### src/rtl/multi_cycle_cpu.sv
// Multi-cycle MIPS-subset core (IF/ID/EX/MEM/WB) on synchronous-read memories; MCPU_PERF_CNT_EN adds perf counters.
// Latency: 3 cycles branch/J/NOP, 4 cycles ALU/SW, 5 cycles LW; inst_done pulses in the final cycle.
// Backpressure: none; both memories have a fixed one-cycle read latency, so the core never stalls.
module multi_cycle_cpu #(
    parameter logic [31:0] START_ADDR = 32'd0,
    parameter int          IMEM_AW    = 5,
    parameter int          DMEM_AW    = 5
) (
    input  logic               clk,
    input  logic               resetn,
    output logic [IMEM_AW-1:0] imem_addr,
    input  logic [31:0]        imem_rdata,
    output logic [DMEM_AW-1:0] dmem_addr,
    output logic [3:0]         dmem_wen,
    output logic [31:0]        dmem_wdata,
    input  logic [31:0]        dmem_rdata,
    input  logic [4:0]         rf_addr,
    output logic [31:0]        rf_data,
    output logic [31:0]        cpu_pc,
    output logic [31:0]        cpu_inst,
    output logic [2:0]         cpu_state,
    output logic               inst_done,
    output logic [31:0]        cycle_cnt,
    output logic [31:0]        retire_cnt
);
    typedef enum logic [2:0] {S_IF = 3'd0, S_ID = 3'd1, S_EX = 3'd2, S_MEM = 3'd3, S_WB = 3'd4} state_t;

    localparam logic [5:0] OP_RTYPE = 6'h00, OP_J = 6'h02, OP_BEQ = 6'h04, OP_BNE = 6'h05,
                           OP_ADDIU = 6'h09, OP_ANDI = 6'h0C, OP_LUI = 6'h0F, OP_LW = 6'h23, OP_SW = 6'h2B;

    state_t      state, state_nx;
    logic [31:0] pc, pc_nx, ir, a_reg, b_reg, aluout, alu_res;
    logic [31:0] regs [32];
    logic        pc_we, done_c, rf_we_c, dmem_we_c, r_ok, writes_reg;

    logic [5:0]  op, funct;
    logic [4:0]  rs, rt, rd, sa, wb_addr;
    logic [15:0] imm;
    logic [31:0] imm_sext, imm_zext, pc_plus4, br_target, j_target, wb_val;
    logic [4:0]  id_rs, id_rt;

    assign op       = ir[31:26];
    assign rs       = ir[25:21];
    assign rt       = ir[20:16];
    assign rd       = ir[15:11];
    assign sa       = ir[10:6];
    assign funct    = ir[5:0];
    assign imm      = ir[15:0];
    assign imm_sext = {{16{imm[15]}}, imm};
    assign imm_zext = {16'h0, imm};
    assign pc_plus4 = pc + 32'd4;
    assign br_target = pc + {{14{imm[15]}}, imm, 2'b00};
    assign j_target  = {pc[31:28], ir[25:0], 2'b00};

    // Register-file sources are picked from the memory word itself, before IR is loaded.
    assign id_rs = imem_rdata[25:21];
    assign id_rt = imem_rdata[20:16];

    always_comb begin
        alu_res = 32'd0;
        r_ok    = 1'b0;
        if (op == OP_RTYPE) begin
            r_ok = 1'b1;
            case (funct)
                6'h21:   alu_res = a_reg + b_reg;
                6'h23:   alu_res = a_reg - b_reg;
                6'h2A:   alu_res = {31'd0, $signed(a_reg) < $signed(b_reg)};
                6'h2B:   alu_res = {31'd0, a_reg < b_reg};
                6'h24:   alu_res = a_reg & b_reg;
                6'h25:   alu_res = a_reg | b_reg;
                6'h27:   alu_res = ~(a_reg | b_reg);
                6'h26:   alu_res = a_reg ^ b_reg;
                6'h00:   alu_res = b_reg << sa;
                6'h02:   alu_res = b_reg >> sa;
                6'h03:   alu_res = $unsigned($signed(b_reg) >>> sa);
                default: r_ok = 1'b0;
            endcase
        end else begin
            case (op)
                OP_ADDIU, OP_LW, OP_SW: alu_res = a_reg + imm_sext;
                OP_ANDI:                alu_res = a_reg & imm_zext;
                OP_LUI:                 alu_res = {imm, 16'h0};
                default:                alu_res = 32'd0;
            endcase
        end
    end

    assign writes_reg = r_ok || op == OP_ADDIU || op == OP_ANDI || op == OP_LUI || op == OP_LW;
    assign wb_addr    = (op == OP_RTYPE) ? rd : rt;
    assign wb_val     = (op == OP_LW) ? dmem_rdata : aluout;

    always_comb begin
        state_nx  = state;
        pc_nx     = pc_plus4;
        pc_we     = 1'b0;
        done_c    = 1'b0;
        rf_we_c   = 1'b0;
        dmem_we_c = 1'b0;
        case (state)
            S_IF: state_nx = S_ID;
            S_ID: state_nx = S_EX;
            S_EX: begin
                if (op == OP_LW || op == OP_SW) begin
                    state_nx = S_MEM;
                end else if (writes_reg) begin
                    state_nx = S_WB;
                end else begin
                    state_nx = S_IF;
                    done_c   = 1'b1;
                    pc_we    = 1'b1;
                    if ((op == OP_BEQ && a_reg == b_reg) || (op == OP_BNE && a_reg != b_reg))
                        pc_nx = br_target;
                    else if (op == OP_J)
                        pc_nx = j_target;
                end
            end
            S_MEM: begin
                if (op == OP_SW) begin
                    dmem_we_c = 1'b1;
                    done_c    = 1'b1;
                    pc_we     = 1'b1;
                    state_nx  = S_IF;
                end else begin
                    state_nx  = S_WB;
                end
            end
            S_WB: begin
                rf_we_c  = wb_addr != 5'd0;
                done_c   = 1'b1;
                pc_we    = 1'b1;
                state_nx = S_IF;
            end
            default: state_nx = S_IF;
        endcase
    end

    always_ff @(posedge clk) begin
        if (!resetn) begin
            state  <= S_IF;
            pc     <= START_ADDR;
            ir     <= 32'd0;
            a_reg  <= 32'd0;
            b_reg  <= 32'd0;
            aluout <= 32'd0;
        end else begin
            state <= state_nx;
            if (state == S_ID) begin
                ir    <= imem_rdata;
                a_reg <= (id_rs == 5'd0) ? 32'd0 : regs[id_rs];
                b_reg <= (id_rt == 5'd0) ? 32'd0 : regs[id_rt];
            end
            if (state == S_EX)
                aluout <= alu_res;
            if (pc_we)
                pc <= pc_nx;
        end
    end

    // Write enables are gated by resetn so a reset in MEM/WB aborts the instruction cleanly.
    always_ff @(posedge clk) begin
        if (rf_we_c && resetn)
            regs[wb_addr] <= wb_val;
    end

    assign imem_addr  = pc[IMEM_AW+1:2];
    assign dmem_addr  = aluout[DMEM_AW+1:2];
    assign dmem_wdata = b_reg;
    assign dmem_wen   = {4{dmem_we_c & resetn}};
    assign inst_done  = done_c & resetn;
    assign rf_data    = (rf_addr == 5'd0) ? 32'd0 : regs[rf_addr];
    assign cpu_pc     = pc;
    assign cpu_inst   = ir;
    assign cpu_state  = state;

`ifdef MCPU_PERF_CNT_EN
    always_ff @(posedge clk) begin
        if (!resetn) begin
            cycle_cnt  <= 32'd0;
            retire_cnt <= 32'd0;
        end else begin
            cycle_cnt <= cycle_cnt + 32'd1;
            if (inst_done)
                retire_cnt <= retire_cnt + 32'd1;
        end
    end
`else
    assign cycle_cnt  = 32'd0;
    assign retire_cnt = 32'd0;
`endif
endmodule

### config.mk
export PLATFORM = sky130hd
export DESIGN_NAME = multi_cycle_cpu
export DESIGN_NICKNAME = d
export VERILOG_FILES = /design/src/rtl/multi_cycle_cpu.sv
export SDC_FILE = /design/constraint.sdc
export NUM_CORES = 2
export LEC_CHECK = 0
export ABC_CLOCK_PERIOD_IN_PS = 4300
export CORE_MARGIN = 2
export CORE_UTILIZATION = 30
export CTS_BUF_LIST = sky130_fd_sc_hd__clkbuf_8
export DETAILED_ROUTE_END_ITERATION = 10
export PLACE_DENSITY = 0.49
export SLEW_MARGIN = 20
export SYNTH_ARGS = -nofsm -noshare
export SYNTH_HDL_FRONTEND = slang
export SYNTH_SLANG_ARGS = --single-unit
### constraint.sdc
create_clock -name clk -period 4.3 [get_ports clk]
set_input_delay 0.86 -clock clk [delete_from_list [all_inputs] [get_ports clk]]
set_output_delay 0.86 -clock clk [all_outputs]
set_load 0.05 [all_outputs]
### After elaboration in Yosys (flattened, before gate mapping)

Memories as Yosys holds them, arrays and structs flattened.
Index checks and enable logic that the tools add are counted.

* bits in registers: 163
* RAM bits: 1024
* bits of input ports: 71
* output and inout bits: 210
* memories kept: 1

Memory list
* regs: words 32, bits a word 32, read ports 3, clocked after memory_dff 0, wr ports 1, line 33 `logic [31:0] regs [32];`

* $add $sub $neg: 5
* order comparisons: 2
* equal/unequal tests: 25
* shift-type cells: 3
* multiplexer cells: 27
* bitwise operators: 7
* reductions and logical operators: 19

Operators with widths (count)
* $pmux 32 s11: 1
* $mux 32: 10
* $add 32x32->32: 3
* $pmux 32 s3: 1
* $lt 32x32->1: 2
* $eq 6x6->1 const B: 10
* $add 32x3->32 const B: 1
* $and 32x16->32: 1
* $and 32x32->32: 1
* $eq 32x32->1: 1
* $ne 32x32->1: 1
* $not 32->32: 1
* $or 32x32->32: 1
* $shl 32x5->32: 1
* $shr 32x5->32: 1
* $sshr 32x5->32: 1
* $sub 32x32->32: 1
* $xor 32x32->32: 1
* $eq 6x2->1 const B: 3
* $eq 6x4->1 const B: 3
* $logic_not 5->1: 3
* $eq 6x3->1 const B: 2
* $logic_not 6->1: 2
* $pmux 3 s4: 1
* other kinds (16): 35

### Longest topological paths before layout

* depth after elaboration: 12
* depth in mapped cells: 14
* gate-level depth less buffers: 13

### Worst setup path before layout

No wires, ideal clock.

* path type: reg-to-reg
* from: reg ir[15], in the netlist cpu_inst[15]
* to: mem regs[1][0], enable pin
* library setup time: 461 ps
* arrival: 4372 ps
* data required time: 3839 ps
* setup slack: -532 ps
* stages on the path, launching flop included: 6
* path buffers: 1
* path through: dfxtp_1 -> clkbuf_1 -> nor3_1 -> a21oi_1 -> o211ai_1 -> nor3_1

* word-level cells in the longest chain between the ends: 6

Ends and longest elaborated chain
* from (decl): line 32 `logic [31:0] pc, pc_nx, ir, a_reg, b_reg, aluout, alu_res;`
* from (signal assigned): line 148 `ir <= imem_rdata;`
* $mux 5 (*): line 89 `assign wb_addr = (op == OP_RTYPE) ? rd : rt;`
* $reduce_bool 5->1: line 128 `rf_we_c = wb_addr != 5'd0;`
* $mux 1: line 99 `case (state)`
* $logic_and 1x1->1: line 161 `if (rf_we_c && resetn)`
* $mux 1: line 161
* $mux 1 (implied by the code): line 162 `regs[wb_addr] <= wb_val;`
* to (decl): line 33

Every way passes the cells marked *; elsewhere a longest branch is shown, timed or not.

### Worst setup path in the final report

* from: in rf_addr[0]
* to: out rf_data[27]

* word-level cells in the longest chain between the ends: 2

Ends and longest elaborated chain
* from (decl): line 17 `input logic [4:0] rf_addr,`
* $mem_v2 32x32 / $logic_not 5->1 (equally long branches)
* $mux 32 (*): line 170 `assign rf_data = (rf_addr == 5'd0) ? 32'd0 : regs[rf_addr];`
* to (decl): line 18 `output logic [31:0] rf_data,`

Marked as above.

==> run_results.csv <==
group,metric,value,unit
status,outcome,"finished, final reports clean",
grt,antenna_found_initial,29,
logic_synthesis,post_synth_inst_count,5610,
worst_setup_path,cells_traversed_along_the_worst_timing_path,"buf_8 -> buf_12 -> buf_12 -> mux4_2 -> mux4_2 -> mux2i_2 -> buf_4 -> nor2_1 -> buf_4",
worst_hold_path,worstHoldPathType,"in2reg",
timing,final_hold_viol_count,0,
routing,drt-pass1-iter-count,6,
timing,worst_slew_margin_rel,18.2,%
grt,global_route_wire_length_before_repair,455,mm
worst_setup_path,setup.worst_path.end_class,"primary output",
logic_synthesis,synth.avg_cell_area,13.5,µm²
worst_hold_path,min-delay-start,"imem_rdata[1]",
worst_setup_path,cp-start-kind,"input port",
logic_synthesis,netlist-cell-type-count,89,
routing,routed_wire_length,327,mm
cts,clock_tree.root_cell,"clkbuf_8",
routing,drt_iter0_markers,7941,
logic_synthesis,yosys_warnings,0,
worst_hold_path,hold-path-endpoint,"cpu_inst[1]",
logic_synthesis,ys_seq_elements,1185,
power_and_ir_drop,p_leak,30.3,nW
power_and_ir_drop,p_total,0.0313,W
layout,layout_commonest_cell,"edfxtp_1",
logic_synthesis,main_combinational_cell_family_by_area_after_synthesis,"multiplexers",
timing,report.final.slew_viol_count,0,
worst_setup_path,r2r_end,"aluout[31]",
routing,drt-wirelength-per-cell,34.3,µm
grt,grt_start_max_net_pins,116,
cts,tritoncts,"yes",
timing,rsz_0062_raised_after_global_routing,"false",
routing,vias_per_cell,6.07,
logic_synthesis,proportion_of_synthesized_chip_area_in_sequential_cells,44.8,%
timing,clock_skew,0.113,ns
layout,layout_common_cells,"edfxtp_1 (1024), mux4_2 (872), buf_4 (416)",
timing,timing_worst_slew_pin_value,1.23,ns
worst_setup_path,slowest_stage,"mux4_2",
worst_setup_path,cp.required,3.44,ns
timing,fmax,0.236,GHz
logic_synthesis,post_synthesis_share_of_cell_area_spent_on_xor_and_xnor_gates,1.28,%
layout,utilization,35.5,%
floorplan,dieWidth,507,µm
power_and_ir_drop,vdd.ir_drop.worst,0.350,mV
logic_synthesis,post_synth_and_or_nand_nor_area_fraction,6.21,%
worst_hold_path,worst_hold_path.num_cells,3,
worst_setup_path,critical_path_class,"in2out",
worst_setup_path,crit_arrival,3.39,ns
layout,nNetsFinal,6268,
worst_setup_path,timing.critical_path.fanout_max,14,
layout,largest_register_ffs,1024,
power_and_ir_drop,p_per_area,351,nW/µm²
routing,detail_route.drc_violations,0,
worst_setup_path,ff2ff_setup_slack,0.18,ns
layout,area.growth.synth_to_final,17.7,%
worst_setup_path,crit-reg2reg-launch,"dmem_wdata[1]",
floorplan,core_region_area,251000,µm²
cts,cts_max_path_buffers,3,
layout,drive_above_1_share,30.2,%
cts,cts.clk_slew.worst_paths,0.06,ns
grt,grt-ovfl-total,0,
floorplan,floorplan.initialDensity,30.2,%
floorplan,die-area,257000,µm²
floorplan,placementRows,184,
timing,final_worst_path_cycle_share,98.7,%
place,gpl.final_weighted_congestion,0.964,
place,port_buffers,214,
routing,detailroute.via_count,58000,
timing,report.final.setup_viol,0,
logic_synthesis,mappedNetlistArea,75900,µm²
logic_synthesis,synthFlopType,"edfxtp_1",
logic_synthesis,synth_fa_ha_area_share,2.71,%
logic_synthesis,synth_compound_gate_area_share,10.1,%
worst_setup_path,rr_worst_depth,13,
place,post_dp_cell_area,85000,µm²
cts,htree_levels,4,
timing,minimum_clock_period_after_layout,4.25,ns
floorplan,pin_count,281,
cts,cts.sink_count,1185,
logic_synthesis,synthArstFlopShare,0,%
worst_setup_path,critical-path-max-stage-delay,0.50,ns
place,hpwlAfterDp,223,mm
routing,drtAntennaViolNets,0,
logic_synthesis,number_of_flops_mapped_to_enable_cells_by_yosys,1024,
layout,finish.cell_count_without_fillers,9557,
cts,clock_insertion_delay_worst_skew,1.05,ns
layout,finalInstanceArea,89300,µm²
logic_synthesis,post_synth_mux_area_share,31.0,%
run,drv.max_cap_violation_count,0,
floorplan,floorplan.die.height,507,µm
grt,grt_pass1_vias,56500,
place,place_inst,9170,
layout,largest-register,"regs",
layout,fillers,24300,
grt,globalRouteTotalUtil,24.9,%
cts,tritoncts.num_buffers,210,
==> power by group <==
group          internal, W  switching [W]  total (W)  leakage [nW]
sequential          0.0127       0.000238     0.0130          10.8
combinational      0.00267        0.00478    0.00746          17.2
clock              0.00569        0.00524     0.0109          2.38
total               0.0211         0.0103     0.0313          30.3
==> critical path, delay by kind of cell <==
| family | cells | cell delay (ns) |
|---|---|---|
| buf+inv | 5 | 1.01 |
| mux | 3 | 1.40 |
| simple gates | 1 | 0.05 |
==> cell usage after synthesis, types with 24 or more instances <==
| cell | number | area share, % |
|---|---|---|
| a21oi_1 | 316 | 2.1 |
| o31ai_1 | 28 | 0.28 |
| inv_1 | 146 | 0.72 |
| buf_2 | 50 | 0.33 |
| a221oi_1 | 82 | 0.95 |
| buf_4 | 80 | 0.79 |
| a21o_1 | 45 | 0.45 |
| clkbuf_1 | 330 | 1.6 |
| o21ai_0 | 189 | 1.2 |
| ha_1 | 158 | 2.6 |
| dfxtp_1 | 161 | 4.2 |
| o211ai_1 | 57 | 0.56 |
| xnor2_1 | 88 | 1.0 |
| o21a_1 | 24 | 0.24 |
| mux2i_1 | 275 | 3.6 |
| edfxtp_1 | 1024 | 41 |
| mux2_2 | 98 | 1.5 |
| nor2_1 | 389 | 1.9 |
| nand3_1 | 61 | 0.40 |
| nand2b_1 | 46 | 0.38 |
| a31oi_1 | 39 | 0.32 |
| buf_1 | 97 | 0.48 |
| o221ai_1 | 49 | 0.57 |
| nand2_1 | 287 | 1.4 |
| nor2b_1 | 38 | 0.31 |
| nor3_1 | 79 | 0.52 |
| mux4_2 | 872 | 26 |
| a211oi_1 | 111 | 1.1 |
| o22ai_1 | 71 | 0.59 |
==> routing by layer <==
layer	global-route usage (%)	wire [µm]	share of wire, %	vias to the layer above
met2	39.1	151000	46	3239
met3	5.15	30000	9.2	618
met4	8.76	12000	3.7	18
li1	-	-	-	23600
met5	0	111	0.034	-
met1	34.1	135000	41	30600
==> how the worst max path moves through the flow <==
stage                             from  cells past startpoint  slack (ns)           to
final                       rf_addr[0]                      9        0.05  rf_data[27]
after global routing        rf_addr[0]                      9        0.01  rf_data[27]
after CTS                   rf_addr[0]                      9       0.005  rf_data[29]
after detailed placement    rf_addr[0]                      8       -0.34  rf_data[28]
after global placement      rf_addr[0]                      8       -0.35  rf_data[28]
after floorplan           cpu_inst[15]                      5       -0.53   regs[1][0]
==> logic make-up after synthesis <==
group | count (synthesis)
xor+xnor | 111
simple gates | 1037
mux | 1245
fa+ha+maj | 162
compound gates | 1159
buf+inv | 710
other cells | 1
flops | 1185
==> layout make-up <==
cell class                 instances  area (µm²)  area share, %
multi-input combinational       3812       39700           44.4
timing repair buffer             676        6650           7.44
antenna                           10        25.0         0.0280
clock buffer                     228        3140           3.51
clock inverter                   148        1060           1.19
sequential                      1185       34000           38.1
inverter                         150         566          0.633
tap                             3348        4190           4.69
==> what timing repair did <==
action	in CTS	in global routing
hold buffers	0	0
resized for setup	6	6
buffers inserted	1	0
setup endpoints to repair	5	4
==> stage by stage <==
| step | TNS, ns | hold slack, ns | setup slack [ns] |
|---|---|---|---|
| after global placement | -0.638 | 0.502 | -0.350 |
| after CTS | 0 | 0.255 | 0.00520 |
| final | 0 | 0.357 | 0.0545 |
| after detailed placement | -0.621 | 0.511 | -0.343 |
| after floorplan | -49.67 | 0.488 | -0.532 |
| after global routing | 0 | 0.323 | 0.0118 |
Note: power is estimated with default switching activity, not from simulation.
